--- config.mk ---
export PLATFORM = sky130hd
export DESIGN_NAME = alu_arbiter
export DESIGN_NICKNAME = d
export VERILOG_FILES = /design/src/rtl/alu_arb_pkg.sv /design/src/rtl/alu_arbiter_rr_arbiter.sv /design/src/rtl/alu_arbiter.sv
export SDC_FILE = /design/constraint.sdc
export NUM_CORES = 1
export LEC_CHECK = 0
export CORE_MARGIN = 1
export CORE_UTILIZATION = 39
export CTS_CLUSTER_SIZE = 40
export DETAILED_ROUTE_END_ITERATION = 8
export PLACE_DENSITY = 0.85
export SETUP_SLACK_MARGIN = 0.5
export SYNTH_ARGS = -nofsm -noshare
export SYNTH_HDL_FRONTEND = slang
export SYNTH_SLANG_ARGS = --single-unit
--- constraint.sdc ---
create_clock -name clk -period 3.1 [get_ports clk]
set_input_delay 0.62 -clock clk [delete_from_list [all_inputs] [get_ports clk]]
set_output_delay 0.62 -clock clk [all_outputs]
set_load 0.02 [all_outputs]
--- src/rtl/alu_arb_pkg.sv ---
// Shared FSM state type, ALU op encodings and small helpers for alu_arbiter.
package alu_arb_pkg;

    typedef enum logic [1:0] {
        IDLE  = 2'd0,
        ISSUE = 2'd1,
        RESP  = 2'd2
    } state_t;

    localparam logic [2:0] OP_R1  = 3'b000;
    localparam logic [2:0] OP_R2  = 3'b001;
    localparam logic [2:0] OP_R3  = 3'b010;
    localparam logic [2:0] OP_R4  = 3'b011;
    localparam logic [2:0] OP_R5  = 3'b100;
    localparam logic [2:0] OP_R6  = 3'b101;
    localparam logic [2:0] OP_R7  = 3'b110;
    localparam logic [2:0] OP_NOP = 3'b111;

    function automatic logic op_legal(input logic [2:0] op);
        return op inside {OP_R1, OP_R2, OP_R3, OP_R4, OP_R5, OP_R6, OP_R7};
    endfunction

    function automatic logic [2:0] onehot_index(input logic [7:0] onehot);
        logic [2:0] idx;
        idx = '0;
        for (int unsigned i = 0; i < 8; i++) begin
            if (onehot[i]) idx = 3'(i);
        end
        return idx;
    endfunction

endpackage

--- src/rtl/alu_arbiter_rr_arbiter.sv ---
// One-hot request arbiter for alu_arbiter. Round-robin when ALU_ARB_RR_EN is
// defined; otherwise fixed priority, lowest index wins, with no pointer state.
module rr_arbiter #(
    parameter int NREQ = 4
) (
    input  logic            clk,
    input  logic            rst_n,
    input  logic [NREQ-1:0] req,
    input  logic            accept,
    output logic [NREQ-1:0] grant
);

    localparam int unsigned NR = NREQ;

`ifdef ALU_ARB_RR_EN
    localparam int PW = $clog2(NREQ);

    logic [PW-1:0] ptr;
    int unsigned   ptr_u;
    int unsigned   cand;
    int unsigned   grant_idx;

    assign ptr_u = {{(32-PW){1'b0}}, ptr};

    // Scan from the farthest candidate back to ptr so the last hit is the
    // requester closest to the pointer.
    always_comb begin
        grant     = '0;
        grant_idx = '0;
        cand      = '0;
        for (int unsigned k = 0; k < NR; k++) begin
            cand = (ptr_u + NR - 1 - k) % NR;
            if (req[PW'(cand)]) begin
                grant             = '0;
                grant[PW'(cand)]  = 1'b1;
                grant_idx         = cand;
            end
        end
    end

    always_ff @(posedge clk) begin
        if (!rst_n) begin
            ptr <= '0;
        end else if (accept) begin
            ptr <= PW'((grant_idx + 1) % NR);
        end
    end
`else
    logic unused_ports;
    logic found;

    assign unused_ports = ^{clk, rst_n, accept};

    always_comb begin
        grant = '0;
        found = 1'b0;
        for (int unsigned k = 0; k < NR; k++) begin
            if (req[k] && !found) begin
                grant[k] = 1'b1;
                found    = 1'b1;
            end
        end
    end
`endif

endmodule

--- src/rtl/alu_arbiter.sv ---
// Shares one combinational ALU among NREQ requesters with a fixed two-cycle
// grant-to-response latency. Define ALU_ARB_RR_EN for round-robin arbitration.
module alu_arbiter
    import alu_arb_pkg::*;
#(
    parameter int N    = 4,
    parameter int NREQ = 4
) (
    input  logic              clk,
    input  logic              rst_n,
    input  logic [NREQ-1:0]   req_valid,
    input  logic [NREQ*3-1:0] req_op,
    input  logic [NREQ*N-1:0] req_a,
    input  logic [NREQ*N-1:0] req_b,
    output logic [NREQ-1:0]   req_ready,
    output logic [2:0]        alu_selec,
    output logic [N-1:0]      alu_a,
    output logic [N-1:0]      alu_b,
    input  logic [N-1:0]      alu_result,
    output logic              rsp_valid,
    output logic [2:0]        rsp_id,
    output logic [N-1:0]      rsp_result,
    output logic              rsp_err,
    input  logic              rsp_ready
);

    state_t          state;
    logic [NREQ-1:0] grant;
    logic            accept;
    logic [2:0]      sel_op;
    logic [N-1:0]    sel_a;
    logic [N-1:0]    sel_b;
    logic [2:0]      sel_id;

    rr_arbiter #(.NREQ(NREQ)) u_arb (
        .clk    (clk),
        .rst_n  (rst_n),
        .req    (req_valid),
        .accept (accept),
        .grant  (grant)
    );

    // The acceptance pulse must coincide with the sampled request, so it is
    // the only output decoded combinationally from state.
    assign accept    = rst_n && (state == IDLE) && (|req_valid);
    assign req_ready = accept ? grant : '0;
    assign sel_id    = onehot_index(8'(grant));

    always_comb begin
        sel_op = '0;
        sel_a  = '0;
        sel_b  = '0;
        for (int unsigned i = 0; i < NREQ; i++) begin
            if (grant[i]) begin
                sel_op = req_op[i*3 +: 3];
                sel_a  = req_a[i*N +: N];
                sel_b  = req_b[i*N +: N];
            end
        end
    end

    // The alu_* registers double as the latched request: they are loaded on
    // grant and hold for the single ISSUE cycle.
    always_ff @(posedge clk) begin
        if (!rst_n) begin
            state      <= IDLE;
            alu_selec  <= OP_NOP;
            alu_a      <= '0;
            alu_b      <= '0;
            rsp_valid  <= 1'b0;
            rsp_id     <= '0;
            rsp_result <= '0;
            rsp_err    <= 1'b0;
        end else begin
            case (state)
                IDLE: begin
                    if (accept) begin
                        rsp_id <= sel_id;
                        if (op_legal(sel_op)) begin
                            state     <= ISSUE;
                            alu_selec <= sel_op;
                            alu_a     <= sel_a;
                            alu_b     <= sel_b;
                            rsp_err   <= 1'b0;
                        end else begin
                            state      <= RESP;
                            rsp_valid  <= 1'b1;
                            rsp_err    <= 1'b1;
                            rsp_result <= '0;
                        end
                    end
                end
                ISSUE: begin
                    state      <= RESP;
                    rsp_result <= alu_result;
                    rsp_valid  <= 1'b1;
                    alu_selec  <= OP_NOP;
                    alu_a      <= '0;
                    alu_b      <= '0;
                end
                RESP: begin
                    if (rsp_ready) begin
                        state     <= IDLE;
                        rsp_valid <= 1'b0;
                    end
                end
                default: begin
                    state     <= IDLE;
                    rsp_valid <= 1'b0;
                    alu_selec <= OP_NOP;
                    alu_a     <= '0;
                    alu_b     <= '0;
                end
            endcase
        end
    end

endmodule

==> impl_metrics.env <==
export IMPL_fill_cells=250
export IMPL_first_pass_iters=4
export IMPL_io_buffers=77
export IMPL_end_kind="primary output"
export IMPL_grt_pass1_wl_um=6330
export IMPL_ys_ff_latch=21
export IMPL_cts_made_buffers=3
export IMPL_globalplace_congestion=0.784
export IMPL_hold_buffers=0
export IMPL_setup_ws_ns=0.557
export IMPL_cp_required_ns=2.48
export IMPL_drc=0
export IMPL_worst_pin_slew_ns=0.592
export IMPL_grt_start_max_net_pins=22
export IMPL_critPathMaxStageDelay_ns=0.54
export IMPL_wl_met1_um=1600
export IMPL_finalInstanceArea_mm2=0.00211
export IMPL_diodes=0
export IMPL_cts_root_buffer="clkbuf_4"
export IMPL_place_worst_setup_slack_ns=0.0450
export IMPL_ys_seq_area_frac=0.341
export IMPL_worstSetupStartpointType="primary input"
export IMPL_routedWlPerCell_um=15.2
export IMPL_critPathSlowestCell="clkdlybuf4s50_1"
export IMPL_dr_total_vias=1422
export IMPL_min_path_type="flip-flop to flip-flop"
export IMPL_core_area_mm2=0.00303
export IMPL_clk_latency_ns=0.32
export IMPL_syn_avg_cell_area_um2=8.69
export IMPL_initial_core_util=0.407
export IMPL_ios=79
export IMPL_die_w_um=58.2
export IMPL_dr_max_layer_used="met4"
export IMPL_num_rows=20
export IMPL_fmax_mhz=393
export IMPL_p_leak_nw=0.806
export IMPL_final_common_cell="clkdlybuf4s50_1"
export IMPL_critical_path_cell_chain="clkdlybuf4s50_1 -> nand2b_4 -> nor3_2 -> and3_2 -> clkdlybuf4s15_2"
export IMPL_synth_distinct_cells=42
export IMPL_grt_antenna_before_repair=0
export IMPL_crit_type="primary input to primary output"
export IMPL_place_area_mm2=0.00204
export IMPL_syn_inst=142
export IMPL_h_tree_depth=1
export IMPL_clock_skew_ns=0.00203
export IMPL_syn_to_final_growth_pct=71.0
export IMPL_cpLargestDelayFamily="buffers and inverters"
export IMPL_fin_tns_setup_ns=0
export IMPL_ys_flop_type="dfxtp_1"
export IMPL_slew_viol_final=0
export IMPL_clock_path_buffers=2
export IMPL_finalCritPeriodShare=0.820
export IMPL_netlist_area_mm2=0.00123
export IMPL_met3_length_um=234
export IMPL_hpwl_um=2960
export IMPL_worstPathArrival_ns=1.92
export IMPL_critPathMaxFanout=6
export IMPL_dieArea_mm2=0.00339
export IMPL_nets=273
export IMPL_yosysWarningCount=0
export IMPL_finalHoldViolations=0
export IMPL_min_period_ns=2.54
export IMPL_grt_use_total=0.243
export IMPL_drive_gt1_frac=0.138
export IMPL_grt_overflow=0
export IMPL_drt_wl_total_um=3960
export IMPL_clock_sinks=21
export IMPL_final_cell_mix="clkdlybuf4s50_1, dfxtp_1, a22oi_1"
export IMPL_async_reset_ff_frac=0
export IMPL_drtAntennaViolNets=0
export IMPL_grt_setup_unrepaired="no"
export IMPL_maxCapViolCount=0
export IMPL_die_y_um=58.2
export IMPL_path_clk_slew_ns=0.12
export IMPL_setup_viol_count_final=0
export IMPL_status="complete, no violations"
export IMPL_tritoncts="built"
export IMPL_whs_ns=0.477
export IMPL_synth_edf_count=0
export IMPL_p_per_area_mw_per_mm2=375
export IMPL_relSlewSlack=0.605
export IMPL_grt_pass1_vias=1417
export IMPL_post_cts_buffers=0
export IMPL_drt_iter0_markers=33
export IMPL_syn_nets=197
export IMPL_peakVddDrop_v=0.000210
export IMPL_path_buf_inv=2
export IMPL_viasPerCell=5.45
export IMPL_route_met2_wl_um=2100
what timing repair did:
item / CTS / global route
pin swaps: 2 / 1
gates resized for setup: 19 / 7
setup endpoints to repair: 15 / 12
cloned: 0 / 0
power breakdown:
group          switching (mW)  leakage [nW]  internal, mW
Clock                  0.0927        0.0177        0.0484
Sequential             0.0312         0.173         0.303
Combinational           0.142         0.616         0.173
worst register-to-register path, stage by stage (launching register included):
cell,delay [ns]
dfxtp_1,0.43
nand2b_4,0.22
or3_1,0.38
buf_4,0.16
a21oi_2,0.36
a32oi_1,0.16
flip-flops by register name, summed over array words and instances, names as in the netlist:
signal      cells
rsp_id          2
alu_b           4
alu_a           4
alu_selec       3
rsp_err         1
rsp_valid       1
rsp_result      4
state           2
through the flow:
stage | cells | util | total power, mW
detailed placement | 257 | 0.672 | 0.648
global route | 261 | 0.697 | 0.822
floorplan | 142 | - | 0.490
global placement | 257 | 0.672 | 0.638
CTS | 261 | 0.688 | 0.784
finish | 261 | 0.697 | 0.790
layout make-up:
class,count,area [um2],share of cell area
Clock buffer,3,22.5,0.0107
Clock inverter,1,5.00,0.00237
Multi-Input combinational cell,104,746,0.353
Sequential cell,21,420,0.199
Inverter,2,7.51,0.00356
Tap cell,44,55.1,0.0261
Timing Repair Buffer,86,853,0.405
cells by family after synthesis:
logic type / share of synthesized area
muxes: 0.00811
and+or+nand+nor: 0.234
buffers and inverters: 0.0801
AOI/OAI and AO/OA: 0.334
DFF: 0.341
other: 0.00304
per-layer routing:
metal  track usage  up-vias
met2         0.450       59
met5             0        -
met1         0.287      674
met3        0.0469        2
met4        0.0544        0
li1              -      687
final timing paths:
path | slack (ns) | cells past startpoint | startpoint | end
setup / recovery | 0.56 | 5 | rst_n | req_ready[2]
hold reg to reg | 0.48 | 2 | alu_b[0] | alu_b[0]
hold / removal | 0.48 | 2 | alu_b[0] | alu_b[0]
setup reg to reg | 1.27 | 5 | state[0] | alu_selec[1]
cells in the mapped netlist, types with 2 or more instances:
cell type | n | area share
nor3_1 | 2 | 0.0081
a32o_1 | 7 | 0.057
a21oi_1 | 3 | 0.012
nand2b_1 | 2 | 0.010
a22oi_1 | 17 | 0.10
buf_2 | 2 | 0.0081
nor2b_1 | 3 | 0.015
and2_1 | 2 | 0.010
nand2_1 | 6 | 0.018
nand3b_1 | 7 | 0.043
buf_4 | 2 | 0.012
dfxtp_1 | 21 | 0.34
buf_6 | 2 | 0.018
nor2_1 | 9 | 0.027
clkbuf_1 | 7 | 0.021
o211ai_1 | 4 | 0.024
o21ai_0 | 9 | 0.037
nand3_1 | 11 | 0.045
inv_1 | 2 | 0.0061
o311a_1 | 2 | 0.016
Note: power is estimated with default switching activity, not from simulation.
